[src/rtl/stereo_depth_matcher.sv]
// ---------------------------------------------------------------------------
// stereo_depth_matcher
//
// Pairs up to MAX_PTS tracked points from camera 1 with up to MAX_PTS
// centroids from camera 2 and turns each pairing into a depth estimate.
// Each camera-1 point, in index order, greedily takes the nearest free
// camera-2 centroid by Manhattan distance, subject to a distance gate.
// Depth is DEPTH_K / |x disparity|, computed by one shared restoring divider.
// A single matcher and a single divider are time-multiplexed by an FSM.
//
// Ports:
//   clk_in           clock
//   rst_in           synchronous active-high reset
//   data_valid_in    input set valid, accepted only while ready_out is high
//   ready_out        high while idle and able to accept a set
//   num_pts_in       active point count minus one (clamped to MAX_PTS)
//   x_in_1, y_in_1   camera-1 point coordinates, point k at slice k
//   x_in_2, y_in_2   camera-2 centroid coordinates, centroid k at slice k
//   depth_out        depth per camera-1 point (0 when unmatched)
//   match_idx_out    assigned centroid index per camera-1 point
//   match_valid_out  per-point matched flag
//   data_valid_out   one-cycle pulse when the output set updates
// ---------------------------------------------------------------------------
module stereo_depth_matcher #(
    parameter int MAX_PTS     = 4,
    parameter int X_WIDTH     = 11,
    parameter int Y_WIDTH     = 10,
    parameter int DEPTH_WIDTH = 8,
    parameter int K_WIDTH     = 16,
    parameter int DEPTH_K     = 2048,
    parameter int MAX_DIST    = 256
) (
    input  logic                               clk_in,
    input  logic                               rst_in,
    input  logic                               data_valid_in,
    output logic                               ready_out,
    input  logic [$clog2(MAX_PTS)-1:0]         num_pts_in,
    input  logic [MAX_PTS*X_WIDTH-1:0]         x_in_1,
    input  logic [MAX_PTS*Y_WIDTH-1:0]         y_in_1,
    input  logic [MAX_PTS*X_WIDTH-1:0]         x_in_2,
    input  logic [MAX_PTS*Y_WIDTH-1:0]         y_in_2,
    output logic [MAX_PTS*DEPTH_WIDTH-1:0]     depth_out,
    output logic [MAX_PTS*$clog2(MAX_PTS)-1:0] match_idx_out,
    output logic [MAX_PTS-1:0]                 match_valid_out,
    output logic                               data_valid_out
);

    localparam int IW   = $clog2(MAX_PTS);
    localparam int CW   = $clog2(MAX_PTS + 1);
    localparam int DW   = X_WIDTH + 2;
    localparam int CNTW = $clog2(K_WIDTH + 1);

    localparam logic [DW-1:0]      MAX_DIST_W = DW'(MAX_DIST);
    localparam logic [K_WIDTH-1:0] DEPTH_K_W  = K_WIDTH'(DEPTH_K);

    localparam logic [2:0] S_IDLE    = 3'd0;
    localparam logic [2:0] S_SEARCH  = 3'd1;
    localparam logic [2:0] S_RESOLVE = 3'd2;
    localparam logic [2:0] S_DIVIDE  = 3'd3;
    localparam logic [2:0] S_DONE    = 3'd4;

    function automatic logic [X_WIDTH-1:0] absDiffX(input logic [X_WIDTH-1:0] a,
                                                    input logic [X_WIDTH-1:0] b);
        return (a >= b) ? (a - b) : (b - a);
    endfunction

    function automatic logic [Y_WIDTH-1:0] absDiffY(input logic [Y_WIDTH-1:0] a,
                                                    input logic [Y_WIDTH-1:0] b);
        return (a >= b) ? (a - b) : (b - a);
    endfunction

    logic [2:0]             state_q, state_d;
    logic [CW-1:0]          n_q, n_d;
    logic [CW-1:0]          i_q, i_d;
    logic [CW-1:0]          j_q, j_d;

    logic [X_WIDTH-1:0]     x1_q [MAX_PTS];
    logic [X_WIDTH-1:0]     x1_d [MAX_PTS];
    logic [Y_WIDTH-1:0]     y1_q [MAX_PTS];
    logic [Y_WIDTH-1:0]     y1_d [MAX_PTS];
    logic [X_WIDTH-1:0]     x2_q [MAX_PTS];
    logic [X_WIDTH-1:0]     x2_d [MAX_PTS];
    logic [Y_WIDTH-1:0]     y2_q [MAX_PTS];
    logic [Y_WIDTH-1:0]     y2_d [MAX_PTS];

    logic [MAX_PTS-1:0]     taken_q, taken_d;
    logic                   found_q, found_d;
    logic [IW-1:0]          best_q, best_d;
    logic [DW-1:0]          bestDist_q, bestDist_d;

    logic [DEPTH_WIDTH-1:0] wDepth_q [MAX_PTS];
    logic [DEPTH_WIDTH-1:0] wDepth_d [MAX_PTS];
    logic [IW-1:0]          wIdx_q [MAX_PTS];
    logic [IW-1:0]          wIdx_d [MAX_PTS];
    logic [MAX_PTS-1:0]     wValid_q, wValid_d;

    logic [DEPTH_WIDTH-1:0] depth_q [MAX_PTS];
    logic [DEPTH_WIDTH-1:0] depth_d [MAX_PTS];
    logic [IW-1:0]          idx_q [MAX_PTS];
    logic [IW-1:0]          idx_d [MAX_PTS];
    logic [MAX_PTS-1:0]     valid_q, valid_d;
    logic                   dataValid_q, dataValid_d;

    logic [X_WIDTH-1:0]     disp_q, disp_d;
    logic [K_WIDTH-1:0]     quot_q, quot_d;
    logic [X_WIDTH-1:0]     rem_q, rem_d;
    logic [CNTW-1:0]        cnt_q, cnt_d;

    logic [IW-1:0]          iIdx;
    logic [IW-1:0]          jIdx;
    logic [DW-1:0]          candDist;
    logic [X_WIDTH-1:0]     bestDisp;
    logic [31:0]            npExt;
    logic [CW-1:0]          nAccept;
    logic [X_WIDTH:0]       remShift;
    logic                   remFits;
    logic [X_WIDTH-1:0]     remNext;
    logic [K_WIDTH-1:0]     quotNext;
    logic [DEPTH_WIDTH-1:0] depthSat;
    logic                   advance;

    assign iIdx = i_q[IW-1:0];
    assign jIdx = j_q[IW-1:0];

    // Manhattan distance between the current point and the current candidate,
    // widened so the sum of both axis differences can never wrap.
    assign candDist = DW'(absDiffX(x1_q[iIdx], x2_q[jIdx]))
                    + DW'(absDiffY(y1_q[iIdx], y2_q[jIdx]));

    assign bestDisp = absDiffX(x1_q[iIdx], x2_q[best_q]);

    // Point count is clamped so an oversized request still indexes valid slots.
    assign npExt   = 32'(num_pts_in);
    assign nAccept = (npExt >= 32'(MAX_PTS)) ? CW'(MAX_PTS) : CW'(npExt + 32'd1);

    // One restoring-division step: the dividend shifts out of the top of
    // quot_q into the remainder while quotient bits shift in at the bottom.
    // The remainder is always below the divisor, so it fits in X_WIDTH bits
    // and the subtraction can be done modulo 2^X_WIDTH.
    assign remShift = {rem_q, quot_q[K_WIDTH-1]};
    assign remFits  = (remShift >= {1'b0, disp_q});
    assign remNext  = remFits ? (remShift[X_WIDTH-1:0] - disp_q) : remShift[X_WIDTH-1:0];
    assign quotNext = {quot_q[K_WIDTH-2:0], remFits};
    assign depthSat = (|quotNext[K_WIDTH-1:DEPTH_WIDTH]) ? {DEPTH_WIDTH{1'b1}}
                                                        : quotNext[DEPTH_WIDTH-1:0];

    // Next-state logic for the matcher/divider sequencer. Finishing a point
    // (unmatched, zero disparity, or last divide step) raises advance, which
    // moves to the next point in the same cycle rather than spending one.
    always_comb begin
        state_d     = state_q;
        n_d         = n_q;
        i_d         = i_q;
        j_d         = j_q;
        x1_d        = x1_q;
        y1_d        = y1_q;
        x2_d        = x2_q;
        y2_d        = y2_q;
        taken_d     = taken_q;
        found_d     = found_q;
        best_d      = best_q;
        bestDist_d  = bestDist_q;
        wDepth_d    = wDepth_q;
        wIdx_d      = wIdx_q;
        wValid_d    = wValid_q;
        depth_d     = depth_q;
        idx_d       = idx_q;
        valid_d     = valid_q;
        dataValid_d = 1'b0;
        disp_d      = disp_q;
        quot_d      = quot_q;
        rem_d       = rem_q;
        cnt_d       = cnt_q;
        advance     = 1'b0;

        case (state_q)
            S_IDLE: begin
                if (data_valid_in) begin
                    for (int k = 0; k < MAX_PTS; k++) begin
                        x1_d[k]     = x_in_1[k*X_WIDTH +: X_WIDTH];
                        y1_d[k]     = y_in_1[k*Y_WIDTH +: Y_WIDTH];
                        x2_d[k]     = x_in_2[k*X_WIDTH +: X_WIDTH];
                        y2_d[k]     = y_in_2[k*Y_WIDTH +: Y_WIDTH];
                        wDepth_d[k] = '0;
                        wIdx_d[k]   = '0;
                    end
                    wValid_d   = '0;
                    taken_d    = '0;
                    n_d        = nAccept;
                    i_d        = '0;
                    j_d        = '0;
                    found_d    = 1'b0;
                    best_d     = '0;
                    bestDist_d = '0;
                    state_d    = S_SEARCH;
                end
            end

            S_SEARCH: begin
                // Strictly-smaller update keeps the lowest index on a tie.
                if (!taken_q[jIdx] && (!found_q || (candDist < bestDist_q))) begin
                    found_d    = 1'b1;
                    best_d     = jIdx;
                    bestDist_d = candDist;
                end
                if (j_q == n_q - CW'(1)) begin
                    state_d = S_RESOLVE;
                end else begin
                    j_d = j_q + CW'(1);
                end
            end

            S_RESOLVE: begin
                if (!found_q || (bestDist_q > MAX_DIST_W)) begin
                    wValid_d[iIdx] = 1'b0;
                    wIdx_d[iIdx]   = '0;
                    wDepth_d[iIdx] = '0;
                    advance        = 1'b1;
                end else begin
                    taken_d[best_q] = 1'b1;
                    wValid_d[iIdx]  = 1'b1;
                    wIdx_d[iIdx]    = best_q;
                    if (bestDisp == '0) begin
                        // Zero disparity means the object is effectively at
                        // infinity in the divide sense; report the nearest bound.
                        wDepth_d[iIdx] = {DEPTH_WIDTH{1'b1}};
                        advance        = 1'b1;
                    end else begin
                        disp_d  = bestDisp;
                        quot_d  = DEPTH_K_W;
                        rem_d   = '0;
                        cnt_d   = '0;
                        state_d = S_DIVIDE;
                    end
                end
            end

            S_DIVIDE: begin
                quot_d = quotNext;
                rem_d  = remNext;
                cnt_d  = cnt_q + CNTW'(1);
                if (cnt_q == CNTW'(K_WIDTH - 1)) begin
                    wDepth_d[iIdx] = depthSat;
                    advance        = 1'b1;
                end
            end

            S_DONE: begin
                depth_d     = wDepth_q;
                idx_d       = wIdx_q;
                valid_d     = wValid_q;
                dataValid_d = 1'b1;
                state_d     = S_IDLE;
            end

            default: begin
                state_d = S_IDLE;
            end
        endcase

        if (advance) begin
            i_d        = i_q + CW'(1);
            j_d        = '0;
            found_d    = 1'b0;
            best_d     = '0;
            bestDist_d = '0;
            state_d    = (i_q + CW'(1) == n_q) ? S_DONE : S_SEARCH;
        end
    end

    // State registers. Reset abandons any set in flight and clears the
    // published results, so no stale pulse or data survives a reset.
    always_ff @(posedge clk_in) begin
        if (rst_in) begin
            state_q     <= S_IDLE;
            n_q         <= '0;
            i_q         <= '0;
            j_q         <= '0;
            taken_q     <= '0;
            found_q     <= 1'b0;
            best_q      <= '0;
            bestDist_q  <= '0;
            wValid_q    <= '0;
            valid_q     <= '0;
            dataValid_q <= 1'b0;
            disp_q      <= '0;
            quot_q      <= '0;
            rem_q       <= '0;
            cnt_q       <= '0;
            for (int k = 0; k < MAX_PTS; k++) begin
                x1_q[k]     <= '0;
                y1_q[k]     <= '0;
                x2_q[k]     <= '0;
                y2_q[k]     <= '0;
                wDepth_q[k] <= '0;
                wIdx_q[k]   <= '0;
                depth_q[k]  <= '0;
                idx_q[k]    <= '0;
            end
        end else begin
            state_q     <= state_d;
            n_q         <= n_d;
            i_q         <= i_d;
            j_q         <= j_d;
            x1_q        <= x1_d;
            y1_q        <= y1_d;
            x2_q        <= x2_d;
            y2_q        <= y2_d;
            taken_q     <= taken_d;
            found_q     <= found_d;
            best_q      <= best_d;
            bestDist_q  <= bestDist_d;
            wDepth_q    <= wDepth_d;
            wIdx_q      <= wIdx_d;
            wValid_q    <= wValid_d;
            depth_q     <= depth_d;
            idx_q       <= idx_d;
            valid_q     <= valid_d;
            dataValid_q <= dataValid_d;
            disp_q      <= disp_d;
            quot_q      <= quot_d;
            rem_q       <= rem_d;
            cnt_q       <= cnt_d;
        end
    end

    assign ready_out       = (state_q == S_IDLE);
    assign data_valid_out  = dataValid_q;
    assign match_valid_out = valid_q;

    for (genvar g = 0; g < MAX_PTS; g++) begin : g_out
        assign depth_out[g*DEPTH_WIDTH +: DEPTH_WIDTH] = depth_q[g];
        assign match_idx_out[g*IW +: IW]              = idx_q[g];
    end

endmodule

[config.mk]
export PLATFORM = sky130hd
export DESIGN_NAME = stereo_depth_matcher
export DESIGN_NICKNAME = d
export VERILOG_FILES = /design/src/rtl/stereo_depth_matcher.sv
export SDC_FILE = /design/constraint.sdc
export NUM_CORES = 1
export LEC_CHECK = 0
export BUFFER_PORTS_ARGS = -buffer_cell sky130_fd_sc_hd__clkbuf_2
export CORE_MARGIN = 4
export CORE_UTILIZATION = 50
export CTS_CLUSTER_SIZE = 20
export DETAILED_ROUTE_END_ITERATION = 8
export GPL_TIMING_DRIVEN = 0
export PLACE_DENSITY = 0.68
export REMOVE_ABC_BUFFERS = 1
export SLEW_MARGIN = 30
export SYNTH_ARGS = -nofsm -noshare
export SYNTH_HDL_FRONTEND = slang
export SYNTH_SLANG_ARGS = --single-unit
[constraint.sdc]
create_clock -name clk_in -period 10.5 [get_ports clk_in]
set_clock_uncertainty 0.1 [all_clocks]
set_input_delay 1.05 -clock clk_in [delete_from_list [all_inputs] [get_ports clk_in]]
set_output_delay 1.05 -clock clk_in [all_outputs]
set_load 0.05 [all_outputs]
==> flow_metrics.tcl <==
set metrics [dict create \
    cts_max_level 2 \
    met1_usage_pct 31.7 \
    power.density_mw_per_mm2 231 \
    ys_ff_latch 331 \
    root_buffer "clkbuf_16" \
    synth_edf_count 0 \
    cts_max_path_buffers 3 \
    synth.cell_area_mm2 0.0178 \
    grt_pass1_wl_um 75700 \
    gr-total-overflow 0 \
    die_width_um 197 \
    cp.arrival_ns 8.52 \
    min_period_ns 8.16 \
    synthArstFlopShare_pct 0 \
    grt_pass1_vias 15200 \
    grt_setup_unrepaired "no" \
    cp_data_required_time_ns 10.87 \
    drive_above_1_share_pct 16.1 \
    initial_utilization_pct 51.1 \
    ys_seq_area_share_pct 37.3 \
    busiest_layer "met2" \
    cts_setup_buffers 0 \
    portBuffers 218 \
    grt_use_met2_pct 38.5 \
    grt_max_degree 109 \
    insertion_delay_ns 0.56 \
    fin_tns_setup_ns 0 \
    die_h_um 197 \
    vias_per_cell 5.65 \
    clock.fmax_mhz 123 \
    hold_path.class "reg -> reg" \
    ios 219 \
    grtUsageTotal_pct 23.3 \
    p_leak_nw 7.96 \
    vias 15600 \
    crit_fanout 32 \
    nets 2563 \
    status "finished, final reports clean" \
    maxCapViolations 0 \
    drtAntennaViolNets 0 \
    fp-row-count 68 \
    first_iter_violations 937 \
    ir_drop_mv 0.176 \
    place.gp.congestion 0.889 \
    fin_area_mm2 0.0203 \
    first_pass_iters 5 \
    die_area_mm2 0.0387 \
    antenna_found_initial 0 \
    slew_viol_final 0 \
    wl_um 46100 \
    start_kind "register" \
    synthFlopType "dfxtp_1" \
    dpl_cell_area_mm2 0.0192 \
    cts_made_buffers 36 \
    drc 0 \
    max_slew_margin_pct 39.6 \
    cts-resized-gates 0 \
    setup_viol 0 \
    hold_buffers 0 \
    path_class "reg -> reg" \
    area_growth_pct 14.0 \
    path_clk_slew_ns 0.06 \
    grt_util_met3_pct 4.38 \
    core-area_mm2 0.0348 \
    wl_per_cell_um 16.7 \
    hold_viol 0 \
    netlist_instances 2153 \
    ys_warn_count 0 \
    dp_hpwl_um 33000 \
    worstMarginPinSlew_ns 0.906 \
    timing.final.crit_share_pct 77.7 \
    cts_tree "yes" \
    ys_types 75 \
    nFillCells 3227 \
    syn_avg_cell_area_um2 8.26 \
    cts_sinks 331 \
    antenna_cells 0 \
    endpoint_kind "register" \
]
-- critical path: stages, from the launching register on --
cell	delay, ns
dfxtp_4	0.75
mux4_2	0.73
ha_1	0.37
nor2b_1	0.18
o31ai_1	0.12
a211oi_1	0.39
a211oi_1	0.13
a21oi_2	0.74
mux2_2	0.48
fa_1	0.44
a21o_1	0.17
a21oi_1	0.23
nor2b_1	0.09
o21a_1	0.19
o41ai_1	0.45
o21a_1	0.33
xnor2_1	0.15
ha_1	0.26
a21oi_1	0.14
nor2b_1	0.06
o21ai_0	0.19
o211a_1	0.76
nor3b_1	0.29
a21oi_1	0.10
a41oi_1	0.18
-- cells by family (layout without fill, tap and decap cells) --
kind of cell / after synthesis / after routing / share of synthesized area [%]
simple gates: 716 / 716 / 17.0
mux: 82 / 82 / 8.46
compound gates: 612 / 612 / 21.1
buf+inv: 251 / 397 / 5.65
xor+xnor: 51 / 51 / 2.51
flops: 331 / 331 / 37.3
fa+ha+maj: 110 / 110 / 8.08
-- cell usage after synthesis (all sizes together) (9+ instances only) --
cell	n	area, um^2
o2bb2ai	9	78.8
nor2b	13	81.3
nor2	96	370
nand2b	16	100
mux4	54	1220
a211oi	25	193
o21a	9	67.6
nor3	34	170
nand3b	9	67.6
a21o	41	308
o21ai	86	438
nand2	489	1840
buf	27	164
ha	102	1280
a21oi	304	1530
xnor2	36	315
nand4	12	75.1
dfxtp	331	6630
mux2i	25	250
clkbuf	113	424
o32ai	28	245
a22o	18	158
a31oi	24	156
or3	9	56.3
xor2	15	131
inv	111	417
-- final cells by class --
| cell class | count | area, um^2 | share of cell area [%] |
|---|---|---|---|
| clock buffers | 50 | 1020 | 5.05 |
| clock inverters | 7 | 92.6 | 0.456 |
| multi-input cells | 1571 | 10200 | 50.3 |
| repair buffers | 229 | 1340 | 6.61 |
| inverters | 111 | 417 | 2.05 |
| well taps | 455 | 569 | 2.81 |
| flip-flops and latches | 331 | 6640 | 32.7 |
-- state kept, by name, indices dropped and copies added, names as in the netlist, 8 cells and up --
name           count
bestDist_q        12
wIdx_q             8
y1_q              40
quot_q            16
disp_q            11
depth_out         32
x2_q              44
y2_q              40
wDepth_q          32
match_idx_out      8
x1_q              44
rem_q             11
-- per-layer routing --
layer  wire length, um  part of all wire [%]
met4               986                   2.1
met5                 0                     0
met2             21700                    47
met1             21100                    46
met3              2250                   4.9
-- final timing paths --
kind	start	to	slack, ns	cells after the start
max	i_q[0]	bestDist_q[10]	2.34	24
min	depth_out[27]	depth_out[27]	0.35	2
max reg2reg	i_q[0]	bestDist_q[10]	2.34	24
min reg2reg	depth_out[27]	depth_out[27]	0.35	2
-- metrics by stage --
stage          utilization, %  setup slack (ns)  hold WS (ns)  cells  power (mW)
4_1_cts                  58.3              2.44         0.351   2754        4.73
3_3_place_gp             54.2              1.45         0.338   2686        3.44
5_1_grt                  58.3              1.91         0.369   2754        5.03
6_report                 58.3              2.34         0.350   2754        4.70
3_5_place_dp             55.1              2.56         0.344   2697        3.49
2_1_floorplan               -              3.31         0.322   2013        2.98
-- cells in the final DEF (no fill, tap or decap), types with 41 or more instances in the layout --
| cell type | n |
|---|---|
| nor2_1 | 93 |
| ha_1 | 102 |
| nand2_1 | 487 |
| o21ai_0 | 78 |
| mux4_2 | 54 |
| clkbuf_2 | 217 |
| inv_1 | 111 |
| a21o_1 | 41 |
| dfxtp_1 | 325 |
| a21oi_1 | 303 |
-- power by group --
| group | switching (mW) | leakage [nW] | internal [mW] | total, mW |
|---|---|---|---|---|
| clock | 0.516 | 0.546 | 0.706 | 1.22 |
| combinational | 1.18 | 4.72 | 0.872 | 2.06 |
| sequential | 0.0708 | 2.70 | 1.35 | 1.42 |
| total | 1.77 | 7.96 | 2.93 | 4.70 |
Note: power is estimated with default switching activity, not from simulation.
